===== config.mk =====
export PLATFORM = sky130hd
export DESIGN_NAME = multicycle_sequencer_flat
export DESIGN_NICKNAME = d
export VERILOG_FILES = /design/src/rtl/riscv_pkg.sv /design/src/rtl/multicycle_sequencer_if.sv /design/src/rtl/mem_wait_timer.sv /design/src/rtl/multicycle_sequencer.sv /design/src/flat_wrapper.sv
export SDC_FILE = /design/constraint.sdc
export NUM_CORES = 1
export LEC_CHECK = 0
export CORE_UTILIZATION = 49
export CTS_CLUSTER_DIAMETER = 200
export CTS_CLUSTER_SIZE = 14
export DETAILED_ROUTE_END_ITERATION = 16
export GPL_TIMING_DRIVEN = 0
export HOLD_SLACK_MARGIN = 0.02
export PLACE_DENSITY = 0.8
export SETUP_SLACK_MARGIN = 0.15
export SYNTH_ARGS = -nofsm -noshare
export SYNTH_HDL_FRONTEND = slang
export SYNTH_HIERARCHICAL = 1
export SYNTH_SLANG_ARGS = --single-unit
export TNS_END_PERCENT = 30

===== constraint.sdc =====
create_clock -name i_Clk -period 3.2 [get_ports i_Clk]
set_input_delay 0.32 -clock i_Clk [delete_from_list [all_inputs] [get_ports i_Clk]]
set_output_delay 0.32 -clock i_Clk [all_outputs]
set_load 0.02 [all_outputs]

===== src/rtl/riscv_pkg.sv =====
// Shared RISC-V control definitions: FSM state codes and base opcodes.
package riscv_pkg;

  typedef enum logic [2:0] {
    S_FETCH  = 3'd0,
    S_DECODE = 3'd1,
    S_EXEC   = 3'd2,
    S_MEM    = 3'd3,
    S_WB     = 3'd4,
    S_HALT   = 3'd5
  } state_e;

  localparam logic [6:0] OP_LUI    = 7'h37;
  localparam logic [6:0] OP_AUIPC  = 7'h17;
  localparam logic [6:0] OP_JAL    = 7'h6F;
  localparam logic [6:0] OP_JALR   = 7'h67;
  localparam logic [6:0] OP_BRANCH = 7'h63;
  localparam logic [6:0] OP_LOAD   = 7'h03;
  localparam logic [6:0] OP_STORE  = 7'h23;
  localparam logic [6:0] OP_IMM    = 7'h13;
  localparam logic [6:0] OP_REG    = 7'h33;

  function automatic logic is_legal_op(input logic [6:0] op);
    case (op)
      OP_LUI, OP_AUIPC, OP_JAL, OP_JALR, OP_BRANCH,
      OP_LOAD, OP_STORE, OP_IMM, OP_REG: return 1'b1;
      default:                           return 1'b0;
    endcase
  endfunction

endpackage


===== src/rtl/multicycle_sequencer_if.sv =====
// Instruction/data memory request-ready handshake between sequencer and memories.
interface multicycle_sequencer_if;
  logic o_IMemReq;
  logic i_IMemReady;
  logic o_DMemReq;
  logic o_DMemWe;
  logic i_DMemReady;

  modport master (output o_IMemReq, o_DMemReq, o_DMemWe,
                  input  i_IMemReady, i_DMemReady);
  modport slave  (input  o_IMemReq, o_DMemReq, o_DMemWe,
                  output i_IMemReady, i_DMemReady);
endinterface


===== src/rtl/mem_wait_timer.sv =====
// 8-bit data-memory wait counter; expired_o flags the cycle that reaches TIMEOUT waits.
module mem_wait_timer #(
  parameter logic [7:0] TIMEOUT = 8'd255
) (
  input  logic clk_i,
  input  logic rst_i,
  input  logic clr_i,
  input  logic en_i,
  output logic expired_o
);
  logic [7:0] cnt_q, cnt_d;

  always_comb begin
    cnt_d = cnt_q;
    if (clr_i)     cnt_d = '0;
    else if (en_i) cnt_d = cnt_q + 8'd1;
  end

  always_ff @(posedge clk_i) begin
    if (rst_i) cnt_q <= '0;
    else       cnt_q <= cnt_d;
  end

  // cnt_q counts earlier waits, so +1 includes the current unready cycle
  assign expired_o = (cnt_q + 8'd1) == TIMEOUT;
endmodule


===== src/rtl/multicycle_sequencer.sv =====
// Multi-cycle RV control sequencer: FETCH/DECODE/EXEC/MEM/WB with sticky faults.
module multicycle_sequencer
  import riscv_pkg::*;
#(
  parameter logic [7:0] MEM_TIMEOUT = 8'd255
) (
  input  logic        i_Clk,
  input  logic        i_Reset,
  input  logic        i_Run,
  input  logic [6:0]  iv_OpCode,
  input  logic        i_Mem_Read,
  input  logic        i_Mem_Write,
  input  logic        i_Reg_Write,
  multicycle_sequencer_if.master bus,
  output logic        o_IRWrite,
  output logic        o_RegWriteEn,
  output logic        o_PCWrite,
  output logic        o_Illegal,
  output logic        o_BusErr,
  output logic [2:0]  ov_State,
  output logic [31:0] ov_InstRet
);
  state_e      state_q, state_d;
  logic [31:0] instret_q, instret_d;
  logic        illegal_q, illegal_d;
  logic        buserr_q, buserr_d;
  logic        expired;

  mem_wait_timer #(.TIMEOUT(MEM_TIMEOUT)) u_timer (
    .clk_i     (i_Clk),
    .rst_i     (i_Reset),
    .clr_i     (state_q != S_MEM),
    .en_i      (state_q == S_MEM && !bus.i_DMemReady),
    .expired_o (expired)
  );

  always_ff @(posedge i_Clk) begin
    if (i_Reset) begin
      state_q   <= S_FETCH;
      instret_q <= '0;
      illegal_q <= 1'b0;
      buserr_q  <= 1'b0;
    end else begin
      state_q   <= state_d;
      instret_q <= instret_d;
      illegal_q <= illegal_d;
      buserr_q  <= buserr_d;
    end
  end

  always_comb begin
    state_d   = state_q;
    illegal_d = illegal_q;
    buserr_d  = buserr_q;
    case (state_q)
      S_FETCH:  if (i_Run && bus.i_IMemReady) state_d = S_DECODE;
      S_DECODE: begin
        if (is_legal_op(iv_OpCode)) state_d = S_EXEC;
        else begin
          state_d   = S_HALT;
          illegal_d = 1'b1;
        end
      end
      S_EXEC: begin
        if (i_Mem_Read || i_Mem_Write) state_d = S_MEM;
        else if (i_Reg_Write)          state_d = S_WB;
        else                           state_d = S_FETCH;
      end
      // ready beats a coincident timeout
      S_MEM: begin
        if (bus.i_DMemReady) state_d = i_Mem_Read ? S_WB : S_FETCH;
        else if (expired) begin
          state_d  = S_HALT;
          buserr_d = 1'b1;
        end
      end
      S_WB:     state_d = S_FETCH;
      S_HALT:   state_d = S_HALT;
      default: begin
        state_d   = S_HALT;
        illegal_d = 1'b1;
      end
    endcase
  end

  // enables are suppressed while reset is asserted so no stale pulse leaks out
  always_comb begin
    bus.o_IMemReq = 1'b0;
    bus.o_DMemReq = 1'b0;
    bus.o_DMemWe  = 1'b0;
    o_IRWrite     = 1'b0;
    o_RegWriteEn  = 1'b0;
    o_PCWrite     = 1'b0;
    if (!i_Reset) begin
      case (state_q)
        S_FETCH: begin
          bus.o_IMemReq = i_Run;
          o_IRWrite     = i_Run && bus.i_IMemReady;
        end
        S_EXEC:  o_PCWrite = !(i_Mem_Read || i_Mem_Write || i_Reg_Write);
        S_MEM: begin
          bus.o_DMemReq = 1'b1;
          bus.o_DMemWe  = i_Mem_Write;
          o_PCWrite     = bus.i_DMemReady && !i_Mem_Read;
        end
        S_WB: begin
          o_RegWriteEn = 1'b1;
          o_PCWrite    = 1'b1;
        end
        default: ;
      endcase
    end
  end

  assign instret_d  = instret_q + (o_PCWrite ? 32'd1 : 32'd0);
  assign o_Illegal  = illegal_q;
  assign o_BusErr   = buserr_q;
  assign ov_State   = state_q;
  assign ov_InstRet = instret_q;
endmodule


===== src/flat_wrapper.sv =====
// flat-port wrapper written by rule: the top's interface ports become plain ports
module multicycle_sequencer_flat import riscv_pkg::*;
#(
  parameter logic [7:0] MEM_TIMEOUT = 8'd255
)
  (i_Clk, i_Reset, i_Run, iv_OpCode, i_Mem_Read, i_Mem_Write, i_Reg_Write, o_IRWrite, o_RegWriteEn, o_PCWrite, o_Illegal, o_BusErr, ov_State, ov_InstRet, bus_o_IMemReq, bus_o_DMemReq, bus_o_DMemWe, bus_i_IMemReady, bus_i_DMemReady);
  multicycle_sequencer_if bus_i ();
  input  logic i_Clk;
  input  logic i_Reset;
  input  logic i_Run;
  input  logic [6:0] iv_OpCode;
  input  logic i_Mem_Read;
  input  logic i_Mem_Write;
  input  logic i_Reg_Write;
  output logic o_IRWrite;
  output logic o_RegWriteEn;
  output logic o_PCWrite;
  output logic o_Illegal;
  output logic o_BusErr;
  output logic [2:0] ov_State;
  output logic [31:0] ov_InstRet;
  output wire logic [$bits(bus_i.o_IMemReq)-1:0] bus_o_IMemReq;
  output wire logic [$bits(bus_i.o_DMemReq)-1:0] bus_o_DMemReq;
  output wire logic [$bits(bus_i.o_DMemWe)-1:0] bus_o_DMemWe;
  input wire logic [$bits(bus_i.i_IMemReady)-1:0] bus_i_IMemReady;
  input wire logic [$bits(bus_i.i_DMemReady)-1:0] bus_i_DMemReady;
  assign bus_o_IMemReq = bus_i.o_IMemReq;
  assign bus_o_DMemReq = bus_i.o_DMemReq;
  assign bus_o_DMemWe = bus_i.o_DMemWe;
  assign bus_i.i_IMemReady = bus_i_IMemReady;
  assign bus_i.i_DMemReady = bus_i_DMemReady;
  multicycle_sequencer #(.MEM_TIMEOUT(MEM_TIMEOUT)) u_core (.i_Clk(i_Clk), .i_Reset(i_Reset), .i_Run(i_Run), .iv_OpCode(iv_OpCode), .i_Mem_Read(i_Mem_Read), .i_Mem_Write(i_Mem_Write), .i_Reg_Write(i_Reg_Write), .bus(bus_i), .o_IRWrite(o_IRWrite), .o_RegWriteEn(o_RegWriteEn), .o_PCWrite(o_PCWrite), .o_Illegal(o_Illegal), .o_BusErr(o_BusErr), .ov_State(ov_State), .ov_InstRet(ov_InstRet));
endmodule

==> results.json <==
{
  "io_buffers": 57,
  "worst-setup-path-type": "reg2reg",
  "min-delay-path-class": "reg2reg",
  "max_slew.worst_pin.slew_ns": 0.505,
  "synth_edf_count": 0,
  "layout.area.seq_um2": 902,
  "die_h_um": 70.2,
  "critical_path.endpoint_type": "register",
  "viasPerCell": 5.80,
  "timing.fmax_mhz": 345,
  "setup_viol_count_final": 0,
  "numCtsBuffers": 5,
  "drive_above_1_share": 0.0950,
  "first_global_vias": 2017,
  "power_share_of_the_clock_group": 0.326,
  "slew_headroom": 0.663,
  "grt_max_degree": 14,
  "route.final.wire_length_um": 5220,
  "most_common_library_cell_in_the_layout_ignoring_fill_and_taps": "clkdlybuf4s50_1",
  "area_growth_syn_to_layout_pct": 36.1,
  "routed-via-count": 2258,
  "post_synthesis_cell_count": 270,
  "final_cell_area_mm2": 0.00310,
  "start_util": 0.516,
  "timing.final.crit_share": 0.906,
  "cp_data_arrival_time_ns": 3.08,
  "final.setup_skew_ns": 0.00698,
  "final_nets": 355,
  "syn_area_per_cell_um2": 8.44,
  "cts.path.max_buffers": 2,
  "cp_data_required_time_ns": 3.38,
  "fin_tns_setup_ns": 0,
  "cts.clk_slew.worst_paths_ns": 0.08,
  "core-area_mm2": 0.00441,
  "internal-power_uw": 982,
  "synth.yosys.seq_area_share": 0.395,
  "initial_antenna_violation_count": 0,
  "antenna_violating_nets_post_route": 0,
  "place.gp.congestion": 0.810,
  "ys.flop_type": "dfxtp_1",
  "source_to_sink_clock_delay_at_the_later_pin_of_the_worst_skew_pair_ns": 0.29,
  "placed_cells_incl_taps": 379,
  "async_flop_share": 0,
  "post_dp_cell_area_mm2": 0.00296,
  "synthesis_warning_total": 6,
  "num_antenna_cells": 0,
  "layout_min_cycle_time_ns": 2.90,
  "switchingPower_uw": 370,
  "postSynthRegisterBits": 45,
  "fillCellCount": 368,
  "route.detailed.wl_per_inst_um": 13.4,
  "grt_pass1_wl_um": 9000,
  "crit_path_max_fanout": 10,
  "htree_levels": 2,
  "maxCapViolations": 0,
  "setup_repair_after_global_routing_missed_its_margin": "no",
  "total_power_uw": 1350,
  "most_frequent_cells_in_the_layout": "57 x clkdlybuf4s50_1, 44 x dfxtp_1, 25 x nor2_1",
  "synth_fp_nets": 289,
  "clkSinkCount": 45,
  "detailedRoute.firstIterationViolations": 144,
  "detail_route.drc_violations": 0,
  "cts_root_buffer": "clkbuf_8",
  "die-area_mm2": 0.00493,
  "cts.hold.buffers_added": 0,
  "vdd.ir_drop.worst_mv": 0.424,
  "width_of_the_die_um": 70.2,
  "outcome": "finished, final reports clean",
  "critical_path.startpoint_type": "register",
  "static-leakage-power_uw": 0.000998,
  "groute.usage.overall": 0.220,
  "switching_share": 0.274,
  "p_per_area_mw_per_mm2": 436,
  "r2r_setup_slack_ns": 0.30,
  "place.detailed.hpwl_um": 3710,
  "power_frac_comb": 0.230,
  "drtPass1Iterations": 4,
  "io_pins": 58,
  "share_seq_of_total_power": 0.443,
  "synth_cell_type_count": 47,
  "mappedNetlistArea_mm2": 0.00228,
  "final_max_slew_violation_count": 0,
  "num_rows": 24,
  "grt-ovfl-total": 0,
  "instances_no_fill": 389,
  "multi_input_area_mm2": 0.00134,
  "final-hold-violation-count": 0,
  "cts_tree": "done"
}
critical path, stage by stage, from the launching register on:
cell and delay, ns:
dfxtp_2 0.33, buf_4 0.16, or3b_4 0.41, nor3_2 0.15, nand2b_1 0.12, a31oi_4 0.18
ha_4 0.17, nand4_1 0.14, or4_4 0.58, nor3_1 0.20, mux2_2 0.35
layout make-up:
type / instances / share of cell area
clock buffers: 7 / 0.0278
clock inverters: 1 / 0.00968
plain buffers: 15 / 0.0242
inverters: 4 / 0.00484
well taps: 52 / 0.0210
repair buffers: 59 / 0.189
flip-flops and latches: 45 / 0.291
multi-input cells: 206 / 0.433
cells by family after synthesis:
kind of cell | Yosys count | synth area share
xor+xnor | 15 | 0.0577
compound gates | 60 | 0.167
buf+inv | 19 | 0.0357
fa+ha+maj | 4 | 0.0220
mux | 1 | 0.00494
simple gates | 126 | 0.317
flops | 45 | 0.395
power by group through the flow:
stage	Combinational, µW	Sequential, µW	Clock [µW]
2_1_floorplan	157	638	0
3_3_place_gp	297	610	0
3_5_place_dp	299	611	0
4_1_cts	301	599	452
5_1_grt	336	602	478
6_report	312	600	441
cell usage after synthesis (2+ instances only):
library cell  instances  area, µm²
dfxtp_1              45        901
nor2_1               25       93.8
a21oi_1              24        120
nand2_1              21       78.8
or4_1                16        120
o31ai_1              14        105
xor2_1               11       96.3
nand3_1              10       50.1
clkbuf_1              9       33.8
nand4_1               9       56.3
or3_1                 8       50.1
o21ai_0               7       35.0
and4_1                6       52.6
nor3_1                5       25.0
ha_1                  4       50.1
inv_1                 4       15.0
nand2b_1              4       25.0
xnor2_1               4       35.0
and2_1                3       18.8
nor2b_1               3       18.8
a211oi_1              2       15.0
a31oi_1               2       12.5
and3_1                2       12.5
buf_1                 2       7.51
buf_2                 2       10.0
buf_4                 2       15.0
nand2_2               2       12.5
nor3b_1               2       15.0
nor4_1                2       12.5
o21a_1                2       15.0
or2_2                 2       12.5
flip-flops by register name, summed over array words and instances, names as in the netlist:
register,flops
u_core/o_BusErr,1
u_core/o_Illegal,1
u_core/ov_InstRet,32
u_core/ov_State,3
u_core/u_timer/cnt_q,8
path summary, 6_finish.rpt:
path                            depth (start not counted)                    end          startpoint
worst min-delay path                                    2        u_core/o_BusErr     u_core/o_BusErr
worst max-delay path                                   10  u_core/ov_InstRet[31]  u_core/ov_State[1]
worst min register to register                          2        u_core/o_BusErr     u_core/o_BusErr
worst max register to register                         10  u_core/ov_InstRet[31]  u_core/ov_State[1]
stage by stage:
stage | worst slack, ns | util | hold slack [ns]
final | 0.300 | 0.703 | 0.488
after global routing | 0.162 | 0.703 | 0.526
after CTS | 0.152 | 0.696 | 0.499
after detailed placement | -0.136 | 0.670 | 0.468
after global placement | -0.0778 | 0.670 | 0.467
after floorplan | 0.158 | - | 0.452
repair_timing:
item	4_1_cts	5_1_grt
pin swaps	0	1
resized for setup	1	8
setup endpoints to repair	3	7
buffers inserted	0	2
routing by layer:
layer  up-vias  part of all wire  global-route usage
li1       1135                 -                   -
met3         4             0.057              0.0722
met4         0            0.0046              0.0400
met5         -                 0                   0
met1      1050              0.46               0.282
met2        69              0.47               0.362
Power figures use the tool's default switching activity.
==> patch, RTL diff (same settings) <==
Reset style: asynchronous (`i_Reset` and `rst_i`), changed in 2 clocked blocks.
--- a/src/rtl/mem_wait_timer.sv
+++ b/src/rtl/mem_wait_timer.sv
@@ -16,7 +16,7 @@
     else if (en_i) cnt_d = cnt_q + 8'd1;
   end
 
-  always_ff @(posedge clk_i) begin
+  always_ff @(posedge clk_i or posedge rst_i) begin
     if (rst_i) cnt_q <= '0;
     else       cnt_q <= cnt_d;
   end
--- a/src/rtl/multicycle_sequencer.sv
+++ b/src/rtl/multicycle_sequencer.sv
@@ -34,7 +34,7 @@
     .expired_o (expired)
   );
 
-  always_ff @(posedge i_Clk) begin
+  always_ff @(posedge i_Clk or posedge i_Reset) begin
     if (i_Reset) begin
       state_q   <= S_FETCH;
       instret_q <= '0;
Check against the original RTL: differs if i_Reset is asserted again (counterexample within 4 cycles, from zero or initial values and one cycle with i_Reset high); with i_Reset held inactive, the same outputs for 10 cycles.
==> patch against the original RTL <==
- sequential power grew 8.3%
- sequential cell count is the same
- power grew 4.6%
- area after synthesis shrank 0.11%
- final cell count shrank 13%
- setup slack gained 0.017 ns
- design area shrank 1.5%
- critical path depth grew 1
- via count shrank 18%
- routed wire length shrank 10%
- largest cell class is now sequential cells
==> patch: results (changes against the original RTL) <==
run status=finished, final reports clean; HPWL after detailed placement=3450 um (-7.1%); initial antenna violation count=0 (unchanged); pin count of the biggest net entering global routing=40 (+26); first-pass GRT wire length=7620 um (-15%); arrival time worst endpoint=3.06 ns (-0.02 ns); cells taking the most area after synthesis=dfrtp_1 49%, xnor2_1 10%, nand4_1 3.6%; sw frac=28.3% (+0.89 points); static leakage power=0.00131 uW (+32%); pre-CTS setup slack=0.0344 ns (+0.170 ns); Post-layout nets=304 (-14%); Warnings, synthesis=6 (unchanged); worst hold path type=in2async; fraction of registers with async set/reset=100% (+100 points); CP Max Fanout=7 (-3); Via density=5.50 (-5.2%); clock edge transition at the registers on the reported setup and hold paths=0.08 ns (about the same); total of hold buffers inserted after clock tree synthesis=0 (unchanged); placed instance area=0.00291 mm^2 (-1.5%); Overall Global Routing Usage=19.7% (-2.3 points); distinct cell type count of the synthesized netlist=38 (-19%); DRC violation total after the first TritonRoute iteration=124 (-14%); number of nets produced by synthesis=238 (-18%); sequential fraction of the synthesis area=49.5% (+9.9 points); Diodes inserted=0 (unchanged); fraction of layout instances using a drive strength above 1=8.04% (-1.5 points); Peak VDD IR=312 uV (-26%); final clock skew=0.00852 ns (+0.00154 ns); most frequently used flop master after synthesis=dfrtp_1; root buf cell=clkbuf_8; most frequent cells after synthesis=45 x dfrtp_1, 26 x xnor2_1, 18 x nand2_1, 13 x nand4_1, 13 x nor2_1; vias in the first global route=1630 (-19%); Slew Limit Headroom=47.2% (-19 points); number of filler cells placed in the layout=354 (-3.8%); max FFs per register=32 (unchanged); Final Routed Wirelength=4680 um (-10%); final weighted congestion in routability-driven placement=0.780 (-3.8%)
patch: cell count changes after synthesis, sizes merged, moves of 12 or more:
cell / change
o31ai: -14
or4: -16
a21oi: -15
dfxtp: -45
nor2: -12
xnor2: +22
dfrtp: +45
patch: metrics by stage:
step | TNS (ns) | instances
floorplan | 0 | 219
global placement | -0.222 | 328
detailed placement | 0 | 328
CTS | 0 | 336
global route | 0 | 338
finish | 0 | 338
patch: layout make-up:
type / count / area [um^2] / area share (%)
plain buffers: 5 / 23.8 / 0.778
well taps: 52 / 65.1 / 2.13
flip-flops and latches: 45 / 1130 / 36.9
clock inverters: 1 / 30.0 / 0.983
repair buffers: 59 / 586 / 19.2
multi-input cells: 162 / 1110 / 36.4
inverters: 7 / 26.3 / 0.860
clock buffers: 7 / 86.3 / 2.83
patch: repair_timing:
| item | CTS | global route |
|---|---|---|
| gates resized for setup | 0 | 7 |
| endpoints found under the setup margin | 0 | 11 |
| buffers inserted | 0 | 2 |
patch: path summary, 6_finish.rpt:
| check | endpoint | cells after the start | slack, ns | startpoint |
|---|---|---|---|---|
| setup / recovery | u_core/ov_InstRet[20] | 11 | 0.32 | bus_i_DMemReady |
| hold / removal | u_core/u_timer/cnt_q[4] | 2 | 0.40 | i_Reset |
| setup reg to reg | u_core/ov_InstRet[20] | 11 | 0.33 | u_core/ov_State[1] |
| hold reg to reg | u_core/o_BusErr | 1 | 0.46 | u_core/o_BusErr |
| max in group asynchronous | u_core/ov_InstRet[3] | 2 | 2.09 | i_Reset |
| min in group i_Clk | u_core/o_BusErr | 1 | 0.46 | u_core/o_BusErr |
patch: power by group through the flow:
stage | Sequential, uW | Clock (uW) | Combinational [uW]
2_1_floorplan | 703 | 0 | 133
3_3_place_gp | 661 | 0 | 318
3_5_place_dp | 661 | 0 | 325
4_1_cts | 650 | 445 | 327
5_1_grt | 658 | 477 | 356
6_report | 650 | 436 | 329
patch: cell families (layout without fill, tap and decap cells):
group	after synthesis	after routing	share of synthesized area (%)
adders and majority gates	4	4	2.20
and+or+nand+nor	98	98	26.1
AOI/OAI and AO/OA	26	26	7.04
DFF	45	45	49.5
buffers and inverters	12	79	2.09
xor gates and xnor gates	34	34	13.1
patch: metal layers:
metal	routed length, um	vias up	track usage, %	share of wire (%)
met2	2250	60	30.3	48
met3	220	2	5.48	4.7
met4	19	0	4.00	0.41
li1	-	911	-	-
met5	0	-	0	0
met1	2190	887	27.9	47
patch: worst max-delay path, stage by stage:
cell,delay [ns]
clkdlybuf4s50_1,0.59
a21oi_1,0.10
or3_1,0.33
a21oi_2,0.20
ha_1,0.22
ha_2,0.22
nand4_1,0.19
nor4_4,0.44
buf_4,0.20
nand4_1,0.11
xnor2_1,0.15
